**src/rtl/array_index_pipeline.sv**
```systemverilog
// Two-stage valid/ready pipelined reader for a flattened array; out-of-range
// indices clamp to the last element and raise out_oob.
module array_index_pipeline #(
    parameter int unsigned ELEM_WIDTH = 33,
    parameter int unsigned NUM_ELEMS  = 4,
    parameter int unsigned IDX_WIDTH  = 3
) (
    input  logic                            clk,
    input  logic                            rst_n,
    input  logic [NUM_ELEMS*ELEM_WIDTH-1:0] x,
    input  logic [IDX_WIDTH-1:0]            idx,
    input  logic                            in_valid,
    output logic                            in_ready,
    output logic [ELEM_WIDTH-1:0]           out,
    output logic                            out_oob,
    output logic                            out_valid,
    input  logic                            out_ready
);

    // One extra bit so the compare still works when 2**IDX_WIDTH == NUM_ELEMS.
    localparam logic [IDX_WIDTH:0] NumElemsExt = (IDX_WIDTH + 1)'(NUM_ELEMS);

    logic                            p0_valid;
    logic [NUM_ELEMS*ELEM_WIDTH-1:0] p0_x;
    logic [IDX_WIDTH-1:0]            p0_idx;
    logic                            p1_valid;
    logic [ELEM_WIDTH-1:0]           p1_data;
    logic                            p1_oob;

    logic                            p0_ready;
    logic                            p1_ready;
    logic [ELEM_WIDTH-1:0]           sel_data;
    logic                            sel_oob;

    assign p1_ready = !p1_valid || out_ready;
    assign p0_ready = !p0_valid || p1_ready;
    assign in_ready = p0_ready;

    always_comb begin
        sel_oob  = ({1'b0, p0_idx} >= NumElemsExt);
        sel_data = p0_x[(NUM_ELEMS-1)*ELEM_WIDTH +: ELEM_WIDTH];
        if (!sel_oob) begin
            for (int i = 0; i < NUM_ELEMS; i++) begin
                if (p0_idx == IDX_WIDTH'(i)) begin
                    sel_data = p0_x[i*ELEM_WIDTH +: ELEM_WIDTH];
                end
            end
        end
    end

    always_ff @(posedge clk or negedge rst_n) begin
        if (!rst_n) begin
            p0_valid <= 1'b0;
            p0_x     <= '0;
            p0_idx   <= '0;
        end else if (p0_ready) begin
            p0_valid <= in_valid;
            if (in_valid) begin
                p0_x   <= x;
                p0_idx <= idx;
            end
        end
    end

    always_ff @(posedge clk or negedge rst_n) begin
        if (!rst_n) begin
            p1_valid <= 1'b0;
            p1_data  <= '0;
            p1_oob   <= 1'b0;
        end else if (p1_ready) begin
            p1_valid <= p0_valid;
            if (p0_valid) begin
                p1_data <= sel_data;
                p1_oob  <= sel_oob;
            end
        end
    end

    assign out       = p1_data;
    assign out_oob   = p1_oob;
    assign out_valid = p1_valid;

endmodule

```
**config.mk**
```make
export PLATFORM = sky130hd
export DESIGN_NAME = array_index_pipeline
export DESIGN_NICKNAME = d
export VERILOG_FILES = /design/src/rtl/array_index_pipeline.sv
export SDC_FILE = /design/constraint.sdc
export NUM_CORES = 1
export LEC_CHECK = 0
export ABC_AREA = 1
export BUFFER_PORTS_ARGS = -buffer_cell sky130_fd_sc_hd__clkbuf_2
export CAP_MARGIN = 25
export CORE_ASPECT_RATIO = 0.7
export CORE_MARGIN = 3
export CORE_UTILIZATION = 40
export DETAILED_ROUTE_END_ITERATION = 12
export PLACE_DENSITY = 0.69
export SYNTH_ARGS = -nofsm -noshare
export SYNTH_HDL_FRONTEND = slang
export SYNTH_SLANG_ARGS = --single-unit
```
**constraint.sdc**
```tcl
create_clock -name clk -period 1.6 [get_ports clk]
set_input_delay 0.32 -clock clk [delete_from_list [all_inputs] [get_ports clk]]
set_output_delay 0.32 -clock clk [all_outputs]
set_load 0.01 [all_outputs]
```
* After elaboration in Yosys (flattened, before gate mapping)
Cells that the tools add are included.
Storage, ports and cells: output and inout bits 36, flip-flop bits (word level) 171, word-level logic and storage cells 22, input port bits 139
Operators by class: reduce and logical (&&, ||, !) cells 7, multiplexer cells 5, magnitude comparators 1, eq/ne operators 3
Operator list (count):
- two-way mux 33 bit | 5
- == test 3 x 2 -> 1 bit, second input constant | 2
- AND reduction 2 bit | 2
- == test 3 x 1 -> 1 bit, second input constant | 1
- greater-or-equal comparator 3 bit, second input constant | 1
- zero test 3 bit | 1
- zero test 1 bit | 2
- logical OR 1 bit | 2

* Depth between registers and ports, before layout
Gate-level depths: netlist of run 1.
word-level depth 6, gate-level depth with buffers 9, mapped depth without buffers 7

* Least setup slack after synthesis of run 1
OpenSTA, ideal clock, no wires.
path kind reg-to-reg, start point register p1_valid (netlist: out_valid), end point register p0_x[62], required time 1476 ps, arrival time 1168 ps, period minus slack after synthesis 1292 ps, buffers on the path 2, setup time 124 ps, cell stages (with the launch flop) 7, path slack 308 ps, cells stage by stage dfrtp_1 > nand3_1 > nand2_1 > buf_4 > buf_4 > nor2_1 > a21oi_1
On the way: word-level cells in the longest chain between the ends 4
Ends and longest elaborated chain:
- from (decl) | RTL line 26 | logic p1_valid;
- from (signal assigned) | RTL line 71 | p1_valid <= p0_valid;
- zero test 1 bit | RTL line 35 | assign p1_ready = !p1_valid || out_ready;
- logical OR 1 bit | RTL line 35
- logical OR 1 bit | RTL line 36 | assign p0_ready = !p0_valid || p1_ready;
- AND reduction 2 bit (no line)
- to (signal assigned) | RTL line 54 | p0_x <= '0;
- to (signal assigned) | RTL line 59 | p0_x <= x;
- to (decl) | RTL line 24 | logic [NUM_ELEMS*ELEM_WIDTH-1:0] p0_x;
Every way passes these cells. A chain may end at the register's enable or synchronous reset.

* Worst setup path after layout of run 1
start point register p1_valid (netlist: out_valid), end point output port in_ready
On the way: word-level cells in the longest chain between the ends 3
Ends and longest elaborated chain:
- zero test 1 bit | RTL line 35
- logical OR 1 bit | RTL line 35
- logical OR 1 bit | RTL line 36
- to (decl) | RTL line 13 | output logic in_ready,
Every way passes these cells.

==> results of run 1 <==
flip-flops by register name (all words and copies together) (netlist names):
signal and cells:
p0_idx 3, p0_x 132, p0_valid 1, out 33, out_oob 1, out_valid 1
layout make-up:
class / count / area share [%]
clock buffers: 21 / 4.72
inverters: 71 / 3.00
repair buffers: 207 / 13.9
multi-input cells: 678 / 30.0
well taps: 264 / 3.38
flip-flops and latches: 171 / 43.9
clock inverters: 10 / 1.20
routing by layer:
metal	vias up	global-route usage [%]	wire (um)
met2	307	30.2	9120
met5	-	0	0
met4	0	5.26	200
li1	3461	-	-
met1	3327	38.2	12600
met3	21	7.58	2440
per-stage QoR:
stage	setup slack, ns	utilization [%]	instance area [um^2]
final	0.0526	51.3	9760
after global routing	0.00316	51.3	9760
after CTS	0.0226	51.1	9730
after detailed placement	0.0846	47.8	9080
after global placement	0.0841	47.8	9080
after floorplan	0.308	-	7790
where the power goes:
| part | switching [mW] | internal (mW) |
|---|---|---|
| combinational | 2.05 | 1.18 |
| clock | 1.69 | 2.38 |
| sequential | 0.535 | 5.15 |
cells in the final DEF (no fill, tap or decap), types with 2 or more instances in the layout:
cell type / n
a21oi_1: 68
buf_12: 15
buf_4: 12
buf_6: 5
bufinv_16: 2
clkbuf_1: 2
clkbuf_16: 17
clkbuf_2: 173
clkbuf_8: 2
clkinv_2: 21
clkinvlp_4: 4
dfrtp_1: 170
inv_1: 22
inv_2: 29
nand2_1: 337
nand3_1: 166
nor2_1: 68
o21ai_0: 26
o21ai_1: 8
what timing repair did:
action                                  in CTS  in global routing
cloned                                       1                  0
gates resized for setup                      1                  6
endpoints found under the hold margin       33                  0
setup buffers                                2                  2
endpoints found under the setup margin       1                 12
hold buffers                                 1                  0
pin swaps                                    0                  1
worst register-to-register path: stages (launching register included):
cell     delay, ns
dfrtp_1       0.45
nor2_4        0.17
buf_4         0.20
nand3_1       0.14
nand3_1       0.21
nand2_1       0.08
nand2_1       0.06
nand2_1       0.04
logic make-up (layout without fill, tap and decap cells):
logic type / Yosys count / count (layout) / share of synthesized area [%]
AND/OR/NAND/NOR: 576 / 576 / 30.6
buffers and inverters: 140 / 309 / 7.90
AO/OA/AOI/OAI: 102 / 102 / 6.55
flip-flops: 171 / 171 / 54.9
final timing paths:
kind / startpoint / endpoint / slack (ns)
max in group asynchronous: rst_n / p0_x[14] / 0.59
worst min-delay path: x[128] / p0_x[128] / 0.12
min in group asynchronous: rst_n / out[7] / 0.39
worst max register to register: p0_idx[2] / out[3] / 0.14
worst max-delay path: out_valid / in_ready / 0.05
worst min register to register: p0_x[107] / p0_x[107] / 0.47
==> run_results.csv, run 1 <==
group,metric,value,unit
worst_hold_path,hold_path_depth,3,
logic_synthesis,yosysTopAreaCell,"dfrtp_1",
logic_synthesis,syn_nets,1128,
drt,detail_route.first_pass.iterations,5,
worst_hold_path,hold_class,"in -> reg",
clocking,clockBufferDepth,2,
layout,filler_cell_count,1888,
worst_setup_path,cp_slowest_cell,"dfrtp_1",
drt,vias_per_cell,5.00,
worst_setup_path,rr_worst_depth,7,
sta,fin_setup_tns,0,ns
worst_setup_path,cp.depth,3,
place,dpl.hpwl,17100,um
clocking,cts.sinks,171,
die,die_h,123,um
logic_synthesis,ys_types,17,
sta,fin_crit,1.55,ns
layout,syn_to_final_growth,25.3,%
clocking,h-tree-depth,4,
layout,n_antenna_cell,0,
clocking,clk_pin_slew,0.07,ns
global_route,track_usage,23.7,%
logic_synthesis,yosysMostFrequentCell,"nand2_1",
power,p_total,13.0,mW
logic_synthesis,synthTopCellsByArea,"dfrtp_1, nand2_1, nand3_1",
sta,rsz0062_at_grt,"no",
sta,setup_viol,0,
sta,holdWs,0.122,ns
layout,fin_cells,1422,
power,power_density,1330,nW/um^2
power,leakage,5.24,nW
sta,skew,0.00944,ns
layout,drive_above_1_share,25.0,%
drt,ant_nets,0,
logic_synthesis,ys_async_sr_fraction,100,%
drt,wl_per_cell,17.1,um
logic_synthesis,post-synth-top-area-fraction,54.9,%
drt,wirelength,24300,um
power,peakVddDrop,685,uV
place,port_buffers,174,
worst_setup_path,arrival,1.23,ns
sta,relSlewSlack,69.4,%
sta,max_freq,646,MHz
die,dieWidth,173,um
sta,finalHoldViolCount,0,
worst_setup_path,worstPathRequired,1.28,ns
worst_setup_path,crit_chain,"nand3_4, buf_12, clkbuf_2",
drt,drt_iter0_drc,693,
worst_setup_path,crit_buf_inv,2,
sta,slew_viol_final,0,
global_route,grt_pass1_wl,38700,um
clocking,cts-root-buf,"clkbuf_16",
logic_synthesis,synth_ff_type,"dfrtp_1",
worst_setup_path,setup.worst_path.start_class,"register",
global_route,antenna_found_initial,0,
status,status,"finished, final reports clean",
layout,register_area,4280,um^2
place,dp.cells,1385,
job,drv_cap,0,
clocking,clkLatencyLatePin,0.42,ns
logic_synthesis,netlist_area,7790,um^2
die,start_util,41.0,%
logic_synthesis,yosysSeqAreaShare,54.9,%
worst_setup_path,cpLargestDelayFamily,"flip-flops",
worst_setup_path,crit_fanout,3,
layout,finalNetCount,1285,
logic_synthesis,ys_warn_count,0,
drt,drc,0,
sta,finalCritPeriodShare,96.7,%
layout,multi_input_area,2920,um^2
drt,num_vias,7116,
clocking,cts_tree,"yes",
logic_synthesis,synth_top_cells_by_count,"nand2_1, dfrtp_1, nand3_1, a21oi_1, nor2_1",
worst_setup_path,cp-end-kind,"primary output",
global_route,grt_pass1_vias,6719,
clocking,cts_buffers,17,
die,ioPinCount,175,
die,coreArea,19000,um^2
worst_setup_path,crit_type,"reg -> out",
logic_synthesis,synth_enable_flop_cells,0,
global_route,globalRouteOverflowTotal,0,
sta,tightestPinTransition,0.459,ns
logic_synthesis,syn_avg_cell_area,7.88,um^2
worst_setup_path,slowest_delay,0.39,ns
logic_synthesis,syn_inst,989,
logic_synthesis,ys_ff_latch,171,
global_route,grt_max_degree,91,
die,dieArea,21200,um^2
die,rows,42,
place,gp_congestion,0.869,
Note: power is estimated with default switching activity, not from simulation.
==> run 2, diff against run 1 <==
SETUP_SLACK_MARGIN = 0.5   (was unset)
==> run_results.csv, run 2 (same netlist as run 1, synthesis figures left out) <==
group,metric,value,unit
clocking,clockBufferDepth,2,
layout,largest_reg_flops,132,
clocking,h-tree-depth,4,
sta,relSlewSlack,47.9,%
power,p_clk_share,26.2,%
worst_hold_path,hold-path-endpoint,"p0_x[98]",
clocking,cts_tree,"yes",
worst_hold_path,hold_path_startpoint,"x[98]",
place,place_area,9340,um^2
sta,setup_ws,-0.128,ns
sta,max_freq,579,MHz
global_route,track_usage,29.3,%
die,dieWidth,173,um
die,dieArea,21200,um^2
global_route,globalRouteOverflowTotal,0,
die,die_h,123,um
layout,top_register,"p0_x",
drt,wl_per_cell,23.0,um
sta,tightestPinTransition,0.782,ns
drt,drt_iter0_drc,872,
drt,num_vias,8735,
status,violations,"negative setup slack",
worst_setup_path,crit_type,"reg -> reg",
global_route,grt_max_degree,42,
place,post-place-ws,0.0719,ns
layout,finalNetCount,1414,
layout,finalInstanceArea,14100,um^2
place,dp.cells,1394,
sta,finalCritPeriodShare,108,%
layout,fin_cells,1552,
layout,filler_cell_count,1251,
worst_setup_path,r2r_slack,-0.13,ns
place,port_buffers,174,
worst_setup_path,r2r-end,"p0_x[37]",
sta,skew,0.0150,ns
global_route,grt_pass1_vias,7974,
worst_setup_path,arrival,2.09,ns
worst_setup_path,cp-end-kind,"register",
place,gp_congestion,0.789,
status,status,"finished with violations",
worst_setup_path,rr_worst_depth,9,
clocking,clk_pin_slew,0.07,ns
layout,syn_to_final_growth,80.9,%
drt,ant_nets,0,
die,ioPinCount,175,
global_route,antenna_found_initial,0,
drt,wirelength,35700,um
layout,final_common_cell,"nand2_1",
die,coreArea,19000,um^2
worst_setup_path,crit_fanout,5,
power,combPwrFrac,38.7,%
power,leakage,6.86,nW
power,p_int,10.5,mW
power,p_seq_share,35.1,%
clocking,cts-root-buf,"clkbuf_16",
layout,drive_above_1_share,60.9,%
worst_hold_path,hold_path_depth,3,
power,swShare,35.8,%
die,rows,42,
drt,detail_route.first_pass.iterations,5,
clocking,cts_buffers,17,
sta,finalHoldViolCount,0,
sta,setup_viol,73,
layout,final_cell_mix,"nand2_1, dfrtp_1, clkbuf_2",
die,start_util,41.0,%
worst_setup_path,setup.worst_path.start_class,"register",
sta,slew_viol_final,0,
layout,n_antenna_cell,0,
sta,rsz0062_at_grt,"yes",
worst_setup_path,worstPathRequired,1.96,ns
job,drv_cap,0,
power,peakVddDrop,768,uV
clocking,cts.sinks,171,
sta,fin_crit,1.73,ns
worst_setup_path,r2r-start,"p0_valid",
power,power_switching,5.87,mW
clocking,clkLatencyLatePin,0.44,ns
sta,fin_setup_tns,-2.05,ns
drt,drc,0,
worst_hold_path,hold_class,"in -> reg",
global_route,grt_pass1_wl,46700,um
power,power_density,1160,nW/um^2
place,dpl.hpwl,14700,um
drt,vias_per_cell,5.63,
-- run 2: cell count changes in the layout (fill, tap and decap cells not counted), moves of 59 or more --
cell,change
a21oi_2,+59
nand3_1,-101
a21oi_1,-66
nor2_1,-64
nand3_2,+91
nand2_2,+78
nand2_1,-127
-- run 2: power groups by stage --
stage               Clock, mW  Sequential [mW]  Combinational (mW)
floorplan                   0             5.74                1.90
global placement            0             5.68                3.18
detailed placement          0             5.69                3.23
CTS                      4.27             5.62                4.89
global route             4.46             5.81                6.68
finish                   4.29             5.75                6.35
-- run 2: metrics by stage --
| step | utilization [%] | power (mW) | hold WS [ns] |
|---|---|---|---|
| 5_1_grt | 74.1 | 17.0 | 0.0838 |
| 2_1_floorplan | - | 7.64 | 0.0244 |
| 4_1_cts | 64.0 | 14.8 | 0.0950 |
| 3_3_place_gp | 49.1 | 8.86 | 0.257 |
| 3_5_place_dp | 49.1 | 8.92 | 0.256 |
| 6_report | 74.1 | 16.4 | 0.0744 |
-- run 2: worst max path at each step --
stage                         start       end  slack [ns]  cells after the start
after global placement    p0_idx[2]   out[32]        0.08                      7
after global routing       p0_valid  p0_x[37]       -0.15                      9
after CTS                 out_valid  in_ready        0.05                      3
after floorplan           p0_idx[0]   out[10]        0.40                      7
final                      p0_valid  p0_x[37]       -0.13                      9
after detailed placement  p0_idx[2]   out[32]        0.07                      7
-- run 2: area by class of cell --
class / count / area, um^2 / share of cell area (%)
Clock buffer: 23 / 478 / 3.39
Clock inverter: 9 / 114 / 0.808
Inverter: 71 / 312 / 2.21
Multi-Input combinational cell: 684 / 4960 / 35.2
Sequential cell: 171 / 4280 / 30.4
Tap cell: 264 / 330 / 2.34
Timing Repair Buffer: 327 / 3560 / 25.3
Timing Repair inverter: 3 / 52.6 / 0.373
-- run 2: critical path, stage by stage (launching register included) --
cell	delay [ns]
dfrtp_1	0.48
nand3_4	0.17
buf_6	0.16
buf_12	0.14
buf_12	0.14
buf_12	0.12
nand2_8	0.10
buf_8	0.16
nor2_4	0.04
a21oi_2	0.12
-- run 2: timing repair --
item	4_1_cts	5_1_grt
buffers inserted	48	24
pin swaps	57	93
hold buffers	1	0
endpoints found under the hold margin	30	0
cloned	40	13
resized for setup	211	416
setup endpoints to repair	207	207
-- run 2: layer usage --
layer  GRT usage, %  routed length [um]
met1           40.7               14100
met2           45.3               16300
met3           6.90                3710
met4           10.6                1520
met5              0                   0
==> run 3, diff against run 2 <==
SKIP_LAST_GASP = 1   (was unset)
==> run_results.csv, run 3 (same netlist as run 1, synthesis figures left out) <==
group,metric,value,unit
sta,holdWs,0.0951,ns
power,p_clk_share,26.3,%
worst_setup_path,r2r-start,"p0_idx[2]",
power,peakVddDrop,651,uV
worst_hold_path,hold_class,"in -> reg",
place,post-place-ws,0.0719,ns
die,start_util,41.0,%
layout,fin_cells,1552,
power,swShare,35.6,%
layout,finalNetCount,1414,
die,dieArea,21200,um^2
drt,drt_iter0_drc,810,
layout,top_register,"p0_x",
worst_setup_path,arrival,2.02,ns
layout,largest_reg_flops,132,
place,dp.cells,1394,
global_route,globalRouteOverflowTotal,0,
clocking,h-tree-depth,4,
sta,fin_crit,1.63,ns
drt,ant_nets,0,
worst_setup_path,setup.worst_path.start_class,"register",
layout,final_cell_mix,"nand2_1, dfrtp_1, clkbuf_2",
clocking,clkLatencyLatePin,0.44,ns
sta,finalCritPeriodShare,102,%
power,p_seq_share,35.2,%
sta,skew,0.0142,ns
worst_setup_path,r2r_slack,-0.03,ns
worst_hold_path,hold_path_startpoint,"x[126]",
worst_hold_path,hold-path-endpoint,"p0_x[126]",
place,dpl.hpwl,14700,um
sta,relSlewSlack,48.2,%
worst_setup_path,crit_fanout,8,
clocking,cts_buffers,17,
sta,max_freq,612,MHz
layout,syn_to_final_growth,79.0,%
power,combPwrFrac,38.4,%
die,dieWidth,173,um
layout,final_common_cell,"nand2_1",
global_route,grt_max_degree,42,
global_route,grt_pass1_vias,7974,
layout,drive_above_1_share,59.0,%
layout,utilization,73.3,%
worst_setup_path,r2r-end,"out[29]",
clocking,cts-root-buf,"clkbuf_16",
clocking,clk_pin_slew,0.08,ns
global_route,grt_pass1_wl,46700,um
drt,vias_per_cell,5.57,
status,status,"finished with violations",
place,port_buffers,174,
sta,fin_setup_tns,-0.0717,ns
place,gp_congestion,0.789,
power,power_switching,5.80,mW
drt,wl_per_cell,22.7,um
sta,setup_ws,-0.0338,ns
layout,n_antenna_cell,0,
die,coreArea,19000,um^2
power,p_int,10.5,mW
layout,register_area,4280,um^2
place,place_area,9340,um^2
job,drv_cap,0,
drt,drc,0,
layout,filler_cell_count,1286,
sta,tightestPinTransition,0.778,ns
die,ioPinCount,175,
drt,detail_route.first_pass.iterations,8,
global_route,antenna_found_initial,0,
die,rows,42,
drt,wirelength,35200,um
sta,rsz0062_at_grt,"yes",
layout,multi_input_area,4820,um^2
global_route,track_usage,29.3,%
power,leakage,6.83,nW
sta,slew_viol_final,0,
worst_setup_path,rr_worst_depth,11,
drt,num_vias,8640,
clocking,cts.sinks,171,
sta,setup_viol,3,
clocking,cts_tree,"yes",
status,violations,"negative setup slack",
worst_setup_path,worstPathRequired,1.99,ns
layout,finalInstanceArea,14000,um^2
clocking,clockBufferDepth,2,
power,power_density,1170,nW/um^2
sta,finalHoldViolCount,0,
worst_setup_path,crit_type,"reg -> reg",
die,die_h,123,um
power,p_total,16.3,mW
worst_setup_path,cp-end-kind,"register",
worst_hold_path,hold_path_depth,3,
[run 3: changes by cell type in the layout (fill, tap and decap cells not counted)]
cell      change
a21oi_1       +1
nand2_4       -3
nand3_4       -4
buf_2        -22
nand2_1      +12
nand3_2       -5
buf_6         -1
buf_4         +1
clkbuf_2     +22
nor2_1        +2
nand2_2       -9
nand3_1       +9
a21oi_2       -1
nor2_4        -2
[run 3: layout make-up]
| cell class | instances | area share [%] |
|---|---|---|
| clock inverter | 9 | 0.816 |
| tap | 264 | 2.37 |
| clock buffer | 23 | 3.43 |
| multi-input combinational | 684 | 34.6 |
| inverter | 71 | 2.23 |
| sequential | 171 | 30.7 |
| timing repair inverter | 3 | 0.377 |
| timing repair buffer | 327 | 25.5 |
[run 3: how the worst max path moves through the flow]
stage                   start  endpoint  slack [ns]  cells past startpoint
global placement    p0_idx[2]   out[32]        0.08                      7
global route        p0_idx[2]   out[29]       -0.07                     11
finish              p0_idx[2]   out[29]       -0.03                     11
floorplan           p0_idx[0]   out[10]        0.40                      7
detailed placement  p0_idx[2]   out[32]        0.07                      7
CTS                 out_valid  in_ready        0.05                      3
[run 3: power groups by stage]
stage	combinational [mW]	clock, mW	sequential (mW)
after floorplan	1.90	0	5.74
after global placement	3.18	0	5.68
after detailed placement	3.23	0	5.69
after CTS	4.89	4.27	5.62
after global routing	6.59	4.45	5.81
final	6.26	4.29	5.74
[run 3: critical path, cell delays in order, from the launching register on]
cell and delay, ns:
dfrtp_2 0.43, buf_6 0.13, nor2_4 0.12, buf_12 0.14, buf_12 0.13, buf_12 0.14, inv_16 0.07, nand2_1 0.08
nand3_1 0.09, nand2_1 0.10, nand2_1 0.05, nand2_1 0.08
[run 3: repair_timing]
action                     in CTS  in global routing
hold buffers                    1                  0
buffers inserted               48                 24
resized for setup             211                360
cloned                         40                 13
setup endpoints to repair     207                207
pin swaps                      57                 79
hold endpoints to repair       30                  0
[run 3: routing by layer]
layer	GRT usage, %	part of all wire (%)
met5	0	0
met4	10.6	3.4
met3	6.90	9.7
met2	45.3	46
met1	40.7	41
